==> config.mk <==
export PLATFORM = sky130hd
export DESIGN_NAME = apb_txn_tracer
export DESIGN_NICKNAME = d
export VERILOG_FILES = /design/src/rtl/apb_txn_tracer.sv
export SDC_FILE = /design/constraint.sdc
export NUM_CORES = 1
export LEC_CHECK = 0
export BUFFER_PORTS_ARGS = -buffer_cell sky130_fd_sc_hd__buf_4
export CAP_MARGIN = 0
export CORE_ASPECT_RATIO = 1.4
export CORE_MARGIN = 8
export CORE_UTILIZATION = 54
export DETAILED_ROUTE_END_ITERATION = 7
export PLACE_DENSITY = 0.82
export SLEW_MARGIN = 20
export SYNTH_ARGS = -nofsm -noshare
export SYNTH_HDL_FRONTEND = slang
export SYNTH_SLANG_ARGS = --single-unit
==> constraint.sdc <==
create_clock -name PCLK -period 6.3 [get_ports PCLK]
set_input_delay 0 -clock PCLK [delete_from_list [all_inputs] [get_ports PCLK]]
set_output_delay 0 -clock PCLK [all_outputs]
set_load 0.1 [all_outputs]
==> src/rtl/apb_txn_tracer.sv <==
// Passive APB observer: protocol checker, statistics counters and a trace FIFO
// of completed transfers drained through a valid/ready port. Never drives the bus.
module apb_txn_tracer #(
    parameter int ADDR_W = 6,
    parameter int DATA_W = 32,
    parameter int DEPTH  = 8,
    parameter int CNT_W  = 16,
    parameter int IRQ_N  = 1
) (
    input  logic              PCLK,
    input  logic              PRESETn,
    input  logic              PSEL,
    input  logic              PENABLE,
    input  logic              PWRITE,
    input  logic              PREADY,
    input  logic              PSLVERR,
    input  logic [ADDR_W-1:0] PADDR,
    input  logic [DATA_W-1:0] PWDATA,
    input  logic [DATA_W-1:0] PRDATA,
    input  logic [IRQ_N-1:0]  irq,
    input  logic              clr_stats,
    output logic              trc_valid,
    input  logic              trc_ready,
    output logic              trc_write,
    output logic [ADDR_W-1:0] trc_addr,
    output logic [DATA_W-1:0] trc_data,
    output logic              trc_err,
    output logic [7:0]        trc_wait,
    output logic [CNT_W-1:0]  wr_cnt,
    output logic [CNT_W-1:0]  rd_cnt,
    output logic [CNT_W-1:0]  slverr_cnt,
    output logic [CNT_W-1:0]  ovf_cnt,
    output logic [CNT_W-1:0]  irq_rise_cnt,
    output logic [2:0]        proto_err,
    output logic [IRQ_N-1:0]  irq_rise
);

    localparam int PTR_W   = $clog2(DEPTH);
    localparam int ENTRY_W = 1 + ADDR_W + DATA_W + 1 + 8;
    localparam int N_CNT   = 5;

    typedef enum logic {
        IDLE,
        ACCESS
    } state_t;

    state_t            state_q, state_d;
    logic [ADDR_W-1:0] addr_q, addr_d;
    logic              write_q, write_d;
    logic [DATA_W-1:0] wdata_q, wdata_d;
    logic [7:0]        wait_q, wait_d;
    logic [2:0]        perr_set;
    logic              complete;
    logic [ENTRY_W-1:0] push_entry;

    // ------------------------------------------------------------------
    // Transfer tracking FSM
    // ------------------------------------------------------------------
    always_comb begin
        state_d  = state_q;
        addr_d   = addr_q;
        write_d  = write_q;
        wdata_d  = wdata_q;
        wait_d   = wait_q;
        perr_set = 3'b000;
        complete = 1'b0;
        case (state_q)
            IDLE: begin
                if (PSEL) begin
                    if (!PENABLE) begin
                        addr_d  = PADDR;
                        write_d = PWRITE;
                        wdata_d = PWDATA;
                        wait_d  = 8'd0;
                        state_d = ACCESS;
                    end else begin
                        perr_set[0] = 1'b1;
                    end
                end
            end
            ACCESS: begin
                if (!PSEL) begin
                    perr_set[2] = 1'b1;
                    state_d     = IDLE;
                end else if (!PENABLE) begin
                    // A repeated SETUP restarts the transfer with fresh values.
                    perr_set[0] = 1'b1;
                    addr_d      = PADDR;
                    write_d     = PWRITE;
                    wdata_d     = PWDATA;
                    wait_d      = 8'd0;
                end else begin
                    if ((PADDR != addr_q) || (PWRITE != write_q) ||
                        (write_q && (PWDATA != wdata_q))) begin
                        perr_set[1] = 1'b1;
                    end
                    if (PREADY) begin
                        complete = 1'b1;
                        state_d  = IDLE;
                    end else if (wait_q != 8'hFF) begin
                        wait_d = wait_q + 8'd1;
                    end
                end
            end
            default: state_d = IDLE;
        endcase
    end

    always_comb begin
        push_entry = {write_q, addr_q, (write_q ? PWDATA : PRDATA), PSLVERR, wait_q};
    end

    always_ff @(posedge PCLK or negedge PRESETn) begin
        if (!PRESETn) begin
            state_q <= IDLE;
            addr_q  <= '0;
            write_q <= 1'b0;
            wdata_q <= '0;
            wait_q  <= 8'd0;
        end else begin
            state_q <= state_d;
            addr_q  <= addr_d;
            write_q <= write_d;
            wdata_q <= wdata_d;
            wait_q  <= wait_d;
        end
    end

    // ------------------------------------------------------------------
    // Trace FIFO; the extra pointer bit separates full from empty
    // ------------------------------------------------------------------
    logic [PTR_W:0]     wr_ptr_q, wr_ptr_d;
    logic [PTR_W:0]     rd_ptr_q, rd_ptr_d;
    logic [ENTRY_W-1:0] mem [DEPTH];
    logic [ENTRY_W-1:0] head;
    logic               fifo_empty, fifo_full;
    logic               pop, push_ok, drop;

    always_comb begin
        fifo_empty = (wr_ptr_q == rd_ptr_q);
        fifo_full  = (wr_ptr_q[PTR_W] != rd_ptr_q[PTR_W]) &&
                     (wr_ptr_q[PTR_W-1:0] == rd_ptr_q[PTR_W-1:0]);
        pop        = !fifo_empty && trc_ready;
        push_ok    = complete && (!fifo_full || pop);
        drop       = complete && fifo_full && !pop;
        wr_ptr_d   = push_ok ? (wr_ptr_q + 1'b1) : wr_ptr_q;
        rd_ptr_d   = pop ? (rd_ptr_q + 1'b1) : rd_ptr_q;
    end

    always_ff @(posedge PCLK or negedge PRESETn) begin
        if (!PRESETn) begin
            wr_ptr_q <= '0;
            rd_ptr_q <= '0;
        end else begin
            wr_ptr_q <= wr_ptr_d;
            rd_ptr_q <= rd_ptr_d;
        end
    end

    always_ff @(posedge PCLK) begin
        if (push_ok) begin
            mem[wr_ptr_q[PTR_W-1:0]] <= push_entry;
        end
    end

    // Storage is not reset, so the head is forced to zero while empty.
    always_comb begin
        head = fifo_empty ? '0 : mem[rd_ptr_q[PTR_W-1:0]];
    end

    assign trc_valid = !fifo_empty;
    assign trc_write = head[ENTRY_W-1];
    assign trc_addr  = head[ENTRY_W-2 -: ADDR_W];
    assign trc_data  = head[9 +: DATA_W];
    assign trc_err   = head[8];
    assign trc_wait  = head[7:0];

    // ------------------------------------------------------------------
    // Interrupt edge detection
    // ------------------------------------------------------------------
    logic [IRQ_N-1:0] irq_q, irq_d;
    logic [IRQ_N-1:0] irq_rise_q, irq_rise_d;

    always_comb begin
        irq_d      = irq;
        irq_rise_d = irq & ~irq_q;
    end

    always_ff @(posedge PCLK or negedge PRESETn) begin
        if (!PRESETn) begin
            irq_q      <= '0;
            irq_rise_q <= '0;
        end else begin
            irq_q      <= irq_d;
            irq_rise_q <= irq_rise_d;
        end
    end

    assign irq_rise = irq_rise_q;

    // ------------------------------------------------------------------
    // Saturating statistics counters and sticky protocol errors
    // ------------------------------------------------------------------
    logic [N_CNT-1:0] cnt_inc;
    logic [CNT_W-1:0] cnt_q [N_CNT];
    logic [CNT_W-1:0] cnt_d [N_CNT];
    logic [2:0]       proto_q, proto_d;

    always_comb begin
        cnt_inc[0] = complete && write_q;
        cnt_inc[1] = complete && !write_q;
        cnt_inc[2] = complete && PSLVERR;
        cnt_inc[3] = drop;
        cnt_inc[4] = |irq_rise_d;
        proto_d    = clr_stats ? 3'b000 : (proto_q | perr_set);
    end

    generate
        for (genvar gi = 0; gi < N_CNT; gi++) begin : g_cnt
            assign cnt_d[gi] = clr_stats ? '0 :
                               (cnt_inc[gi] && !(&cnt_q[gi])) ? (cnt_q[gi] + 1'b1) :
                               cnt_q[gi];
        end
    endgenerate

    always_ff @(posedge PCLK or negedge PRESETn) begin
        if (!PRESETn) begin
            for (int i = 0; i < N_CNT; i++) begin
                cnt_q[i] <= '0;
            end
            proto_q <= 3'b000;
        end else begin
            for (int i = 0; i < N_CNT; i++) begin
                cnt_q[i] <= cnt_d[i];
            end
            proto_q <= proto_d;
        end
    end

    assign wr_cnt       = cnt_q[0];
    assign rd_cnt       = cnt_q[1];
    assign slverr_cnt   = cnt_q[2];
    assign ovf_cnt      = cnt_q[3];
    assign irq_rise_cnt = cnt_q[4];
    assign proto_err    = proto_q;

endmodule

==> flow_summary.json, run 1 <==
{
  "cts_hold_buf": 78,
  "htreeDepth": 2,
  "nets": 1735,
  "syn_area_per_cell_um2": 16.4,
  "first_pass_iters": 5,
  "core_mm2": 0.0408,
  "slowest_delay_ns": 0.86,
  "vdd_ir_drop_max_v": 0.000368,
  "clk_path_buf_depth": 3,
  "grt.total_usage": 0.233,
  "cts_buffers": 48,
  "dp_slack_ns": 2.79,
  "cts.repair.resized": 0,
  "tightest_slew_ns": 1.07,
  "setup_tns_ns": 0,
  "cts_tree": "done",
  "initial_core_util": 0.543,
  "placed_cells": 2059,
  "clock_sinks": 525,
  "syn_inst": 1356,
  "period_share": 0.560,
  "setup_ws_ns": 2.77,
  "reg2reg_slack_ns": 2.77,
  "r2r_end": "mem[3][16]$_DFFE_PP_",
  "fmax_ghz": 0.283,
  "crit_required_ns": 6.51,
  "synth-seq-cells": 525,
  "synth_nets": 1444,
  "crit_fanout": 34,
  "syn_to_final_growth_pct": 21.2,
  "port_buffers": 212,
  "power_density_mw_per_mm2": 440,
  "rsz0062_at_grt": "no",
  "r2r-start": "rd_ptr_q[0]$_DFFE_PN0P_",
  "violations": "negative hold slack",
  "drtIter0Drc": 1071,
  "io_pins": 213,
  "antenna_found_initial": 1,
  "nFillCells": 2602,
  "clkTransAtPathRegs_ns": 0.07,
  "finalHoldViolations": 11,
  "grt_max_degree": 83,
  "power.leakage_nw": 9.87,
  "cp-start-kind": "register",
  "num_antenna_cells": 0,
  "gr-total-overflow": 0,
  "routed_wl_um": 56800,
  "grt_pass1_wl_um": 86800,
  "drv_slew": 0,
  "setup_viol": 0,
  "drc": 0,
  "rows": 88,
  "min_path_type": "input pin to async pin",
  "status": "complete, but fails checks",
  "ys_seq_area_frac": 0.679,
  "path_buf_inv": 1,
  "synth_ff_type": "edfxtp_1",
  "cp-end-kind": "register",
  "fp.dieH_um": 256,
  "fin_cells": 2227,
  "critPathSlowestCell": "dfrtp_4",
  "ys_warn_count": 0,
  "post-route-min-period_ns": 3.53,
  "clk_latency_ns": 0.59,
  "path_delay_family": "simple AND/OR/NAND/NOR gates",
  "via_count": 13600,
  "cp_cell_sequence": "xor2_1 > nor3_2 > a21oi_1 > nand2b_1 > nor2_4 > buf_4",
  "drive_above_1_share": 0.297,
  "fin_skew_ns": 0.0306,
  "wl_per_cell_um": 25.5,
  "die-area_mm2": 0.0479,
  "cp.arrival_ns": 3.74,
  "root_buffer": "clkbuf_16",
  "drtAntennaViolNets": 0,
  "die_w_um": 187,
  "gp_congestion": 0.843,
  "ff2ff_path_depth": 6,
  "slew_headroom": 0.286,
  "worstSetupPathType": "register to register",
  "holdWs_ns": -0.0195,
  "netlist_area_mm2": 0.0222,
  "dp_hpwl_um": 31400,
  "viasPerCell": 6.10,
  "async_reset_ff_frac": 0.269,
  "max-cap-violations": 0,
  "grt_pass1_vias": 14600,
  "post-cts-setup-buffers": 0,
  "synth.distinct_cells": 55,
  "synth_edf_count": 384
}
[cells in the mapped netlist (32+ instances only)]
library cell / n / area, um^2
a21oi_1: 36 / 180
clkbuf_1: 35 / 131
dfrtp_1: 141 / 3530
edfxtp_1: 384 / 11500
mux2_2: 73 / 822
mux2i_1: 52 / 521
mux4_2: 96 / 2160
nand2_1: 37 / 139
nand3_1: 38 / 190
nor2_1: 116 / 435
xnor2_1: 32 / 280
xor2_1: 67 / 587
[worst max-delay path by stage]
stage,startpoint,to,slack [ns],depth (start not counted)
6_report,rd_ptr_q[0]$_DFFE_PN0P_,mem[3][16]$_DFFE_PP_,2.77,6
4_1_cts,rd_ptr_q[0]$_DFFE_PN0P_,mem[3][16]$_DFFE_PP_,2.70,6
3_5_place_dp,rd_ptr_q[0]$_DFFE_PN0P_,mem[3][25]$_DFFE_PP_,2.79,6
5_1_grt,rd_ptr_q[0]$_DFFE_PN0P_,mem[3][16]$_DFFE_PP_,2.53,6
2_1_floorplan,rd_ptr_q[1]$_DFFE_PN0P_,mem[2][0]$_DFFE_PP_,0.84,6
3_3_place_gp,rd_ptr_q[0]$_DFFE_PN0P_,mem[3][12]$_DFFE_PP_,2.84,6
[metal layers]
| metal | wire [um] | GRT usage | vias to the layer above | share of wire |
|---|---|---|---|---|
| li1 | - | - | 5858 | - |
| met1 | 21200 | 0.280 | 6957 | 0.37 |
| met2 | 29600 | 0.411 | 640 | 0.52 |
| met3 | 3910 | 0.0463 | 133 | 0.069 |
| met4 | 1990 | 0.0871 | 2 | 0.035 |
| met5 | 12 | 0 | - | 0.00021 |
[cell usage in the layout (no fill, tap or decap), types with 10 or more instances in the layout]
cell type and count:
a21oi_1 36, mux2i_1 52, nor4_1 18, nand2_1 37
clkbuf_16 49, xnor2_1 32, and3_1 12, edfxtp_1 384
mux2_2 73, mux4_2 96, dfrtp_1 137, o21ai_0 17
and4_1 10, dlygate4sd3_1 78, xor2_1 67, or4_1 17
nor3_1 11, inv_1 12, nand4_1 24, o31ai_1 18
nor2_1 114, buf_4 226, nand3_1 38
[cell type report]
cell class | instances | area, um^2 | area share
clock inverter | 29 | 413 | 0.0154
sequential | 525 | 15100 | 0.560
tap | 540 | 676 | 0.0251
inverter | 12 | 45.0 | 0.00167
clock buffer | 61 | 1320 | 0.0491
multi-input combinational | 754 | 6870 | 0.255
timing repair buffer | 306 | 2500 | 0.0930
[sequential cells by signal (all words and copies together), names as in the netlist, 3 cells and up]
register / cells
mem: 384
wdata_q: 32
irq_rise_cnt: 16
ovf_cnt: 16
rd_cnt: 16
slverr_cnt: 16
wr_cnt: 16
wait_q: 8
addr_q: 6
rd_ptr_q: 4
wr_ptr_q: 4
proto_err: 3
[power breakdown]
part / total, mW / switching, mW / internal [mW]
Clock: 3.20 / 1.36 / 1.84
Sequential: 4.06 / 0.207 / 3.85
Combinational: 4.56 / 3.27 / 1.29
Total: 11.8 / 4.84 / 6.98
[cell families (layout without fill, tap and decap cells)]
logic type | Yosys count | in the layout | synth area share
AOI/OAI and AO/OA | 100 | 100 | 0.0286
xor gates and xnor gates | 99 | 99 | 0.0391
adders and majority gates | 8 | 8 | 0.00451
buffers and inverters | 77 | 408 | 0.0144
DFF | 525 | 525 | 0.679
muxes | 221 | 221 | 0.158
and+or+nand+nor | 326 | 326 | 0.0768
[per-stage QoR]
step	hold slack, ns	cell area (um^2)	power [mW]	util
detailed placement	0.0399	24400	8.62	0.597
floorplan	-0.296	22200	7.67	-
global route	0.0278	26900	12.1	0.658
finish	-0.0195	26900	11.8	0.658
CTS	0.00253	26900	11.8	0.658
global placement	0.0363	24400	8.58	0.597
Note: power is estimated with default switching activity, not from simulation.
==> run 2, diff against run 1 <==
Settings changed: ABC_AREA set to 1, PLACE_DENSITY 0.82 to 0.85.
Clock period 6.3 ns to 2.9 ns, I/O delays scaled along.
==> run 2 against run 1 <==
The flow now finishes without violations. Utilization is 0.64 points higher. Synthesized cell count is 59% higher. Die area is 1.8% higher. Via count is 28% higher. Register-to-register slack worse by 2.4 ns. Clock power is 100% higher. First-iteration DRC count is 71% higher. Sequential power is 110% higher. Design area is 2.1% higher. Clock-buffer cell count is 1 higher. Combinational power grew to 2.8 times the previous value. Critical path type is now register to primary output.
==> flow_summary.json, run 2 <==
{
  "drtIter0Drc": 1828,
  "setup_tns_ns": 0,
  "fin_cells": 2999,
  "fp.dieH_um": 258,
  "multiInputGateArea_mm2": 0.00683,
  "antenna_found_initial": 2,
  "synth_nets": 2242,
  "rows": 88,
  "synthAdderAreaFrac": 0.00442,
  "first_pass_iters": 5,
  "cts_buffers": 47,
  "crit_required_ns": 2.90,
  "synthTopCellsByCount": "nor2_1, edfxtp_1, o21ai_0",
  "port_buffers": 212,
  "nets": 2506,
  "io_pins": 213,
  "grt_pass1_vias": 17700,
  "final_cell_mix": "nor2_1, edfxtp_1, o21ai_0, nand2_1, buf_4",
  "drc": 0,
  "power.leakage_nw": 10.4,
  "yosys-top-cells-area": "edfxtp_1, dfrtp_1, o21ai_0, nor2_1, nand2_1",
  "grt_max_degree": 107,
  "setup_viol": 0,
  "synth_top_cell_area_share": 0.510,
  "die-area_mm2": 0.0488,
  "grt_pass1_wl_um": 93200,
  "netlist_area_mm2": 0.0226,
  "ys_warn_count": 0,
  "placed_cells": 2845,
  "setup_ws_ns": 0.0784,
  "tightest_slew_ns": 1.04,
  "synth_compound_area_frac": 0.121,
  "power_density_mw_per_mm2": 1020,
  "initial_core_util": 0.548,
  "dp_slack_ns": 0.404,
  "synth_edf_count": 384,
  "dp_hpwl_um": 36300,
  "post-route-min-period_ns": 2.82,
  "largest_register_ffs": 384,
  "nFillCells": 2798,
  "synth_ff_type": "edfxtp_1",
  "cp-start-kind": "register",
  "cp-end-kind": "primary output",
  "synth.distinct_cells": 42,
  "yosysMostFrequentCell": "nor2_1",
  "worstSetupPathType": "register to primary output",
  "routed_wl_um": 59800,
  "drive_above_1_share": 0.160,
  "gp_congestion": 0.859,
  "drtAntennaViolNets": 0,
  "period_share": 0.973,
  "status": "completed",
  "layout_commonest_cell": "nor2_1",
  "cts_tree": "done",
  "seq_area_mm2": 0.0151,
  "via_count": 17400,
  "cp.arrival_ns": 2.82,
  "max-cap-violations": 0,
  "clk_path_buf_depth": 3,
  "gr-total-overflow": 0,
  "clk_latency_ns": 0.59,
  "wl_per_cell_um": 20.0,
  "clkTransAtPathRegs_ns": 0.08,
  "fmax_ghz": 0.354,
  "viasPerCell": 5.80,
  "async_reset_ff_frac": 0.269,
  "syn_to_final_growth_pct": 21.3,
  "synth_simple_gate_area_frac": 0.144,
  "yosysTopAreaCell": "edfxtp_1",
  "core_mm2": 0.0413,
  "vdd_ir_drop_max_v": 0.000875,
  "slew_headroom": 0.298,
  "fin_skew_ns": 0.0356,
  "synth-seq-cells": 525,
  "synthXorXnorAreaFrac": 0.0221,
  "ys_seq_area_frac": 0.666,
  "synth_top_family_by_area": "simple AND/OR/NAND/NOR gates",
  "die_w_um": 189,
  "finalHoldViolations": 0,
  "syn_inst": 2154,
  "clock_sinks": 525,
  "drv_slew": 0,
  "htreeDepth": 2,
  "syn_area_per_cell_um2": 10.5,
  "grt.total_usage": 0.237,
  "muxShareOfSynthArea": 0,
  "holdWs_ns": 0.0268,
  "rsz0062_at_grt": "no",
  "min_path_type": "input pin to register",
  "crit_fanout": 97,
  "root_buffer": "clkbuf_16"
}
run 2: cell count changes after synthesis, sizes merged, moves of 24 or more:
cell | before | now
o21ai | 18 | 359
nor2 | 116 | 395
nand2 | 37 | 286
inv | 12 | 133
mux4 | 96 | 0
mux2 | 73 | 0
mux2i | 52 | 0
a31oi | 0 | 51
o22ai | 0 | 48
xor2 | 67 | 21
clkbuf | 35 | 79
nor3 | 14 | 38
run 2: cell type report:
type | instances | share of cell area
timing repair buffer | 326 | 0.101
sequential | 525 | 0.549
clock buffer | 62 | 0.0464
tap | 540 | 0.0246
clock inverter | 26 | 0.0112
antenna | 2 | 0.000182
inverter | 136 | 0.0187
multi-input combinational | 1382 | 0.249
run 2: kinds of logic (layout without fill, tap and decap cells):
group | Yosys count | after routing
AOI/OAI and AO/OA | 510 | 510
xor gates and xnor gates | 57 | 57
adders and majority gates | 8 | 8
buffers and inverters | 247 | 550
DFF | 525 | 525
other | 0 | 2
and+or+nand+nor | 807 | 807
run 2: through the flow:
step | area (um^2) | utilization | total power [mW]
2_1_floorplan | 22800 | - | 18.3
3_3_place_gp | 25200 | 0.610 | 21.1
3_5_place_dp | 25200 | 0.610 | 21.3
4_1_cts | 27400 | 0.664 | 27.8
5_1_grt | 27400 | 0.665 | 28.8
6_report | 27400 | 0.665 | 27.9
run 2: power by group:
group          internal (mW)  switching (mW)  leakage, nW
Clock                   3.65            2.75        0.761
Sequential              8.39           0.208         5.38
Combinational           2.84            10.0         4.27
run 2: worst paths after layout:
path	from	to	slack, ns	cells past startpoint
min in group asynchronous	PRESETn	irq_rise_cnt[15]$_DFFE_PN0P_	0.11	2
worst max-delay path	rd_ptr_q[0]$_DFFE_PN0P_	trc_wait[0]	0.08	6
worst min register to register	irq_q$_DFF_PN0_	irq_rise$_DFF_PN0_	0.45	1
max in group asynchronous	PRESETn	addr_q[2]$_DFFE_PN0P_	1.92	3
worst min-delay path	PRDATA[18]	mem[5][27]$_DFFE_PP_	0.03	3
worst max register to register	wr_ptr_q[2]$_DFFE_PN0P_	mem[5][10]$_DFFE_PP_	0.40	8
run 2: timing repair:
item	CTS	global route
resized for setup	4	4
hold buffers	64	0
setup endpoints to repair	20	10
hold endpoints to repair	306	0
setup buffers	0	0
run 2: critical path: stages (launching register included):
cell     delay [ns]
dfrtp_4        0.47
buf_8          0.45
nor2_1         0.11
nor2_1         0.16
o21ai_0        0.20
a31oi_1        0.39
buf_4          0.37
run 2: layer usage:
layer,global-route usage,vias up,part of all wire
li1,-,7990,-
met1,0.269,8364,0.36
met2,0.420,873,0.51
met4,0.112,0,0.042
met3,0.0535,155,0.086
met5,0,-,0
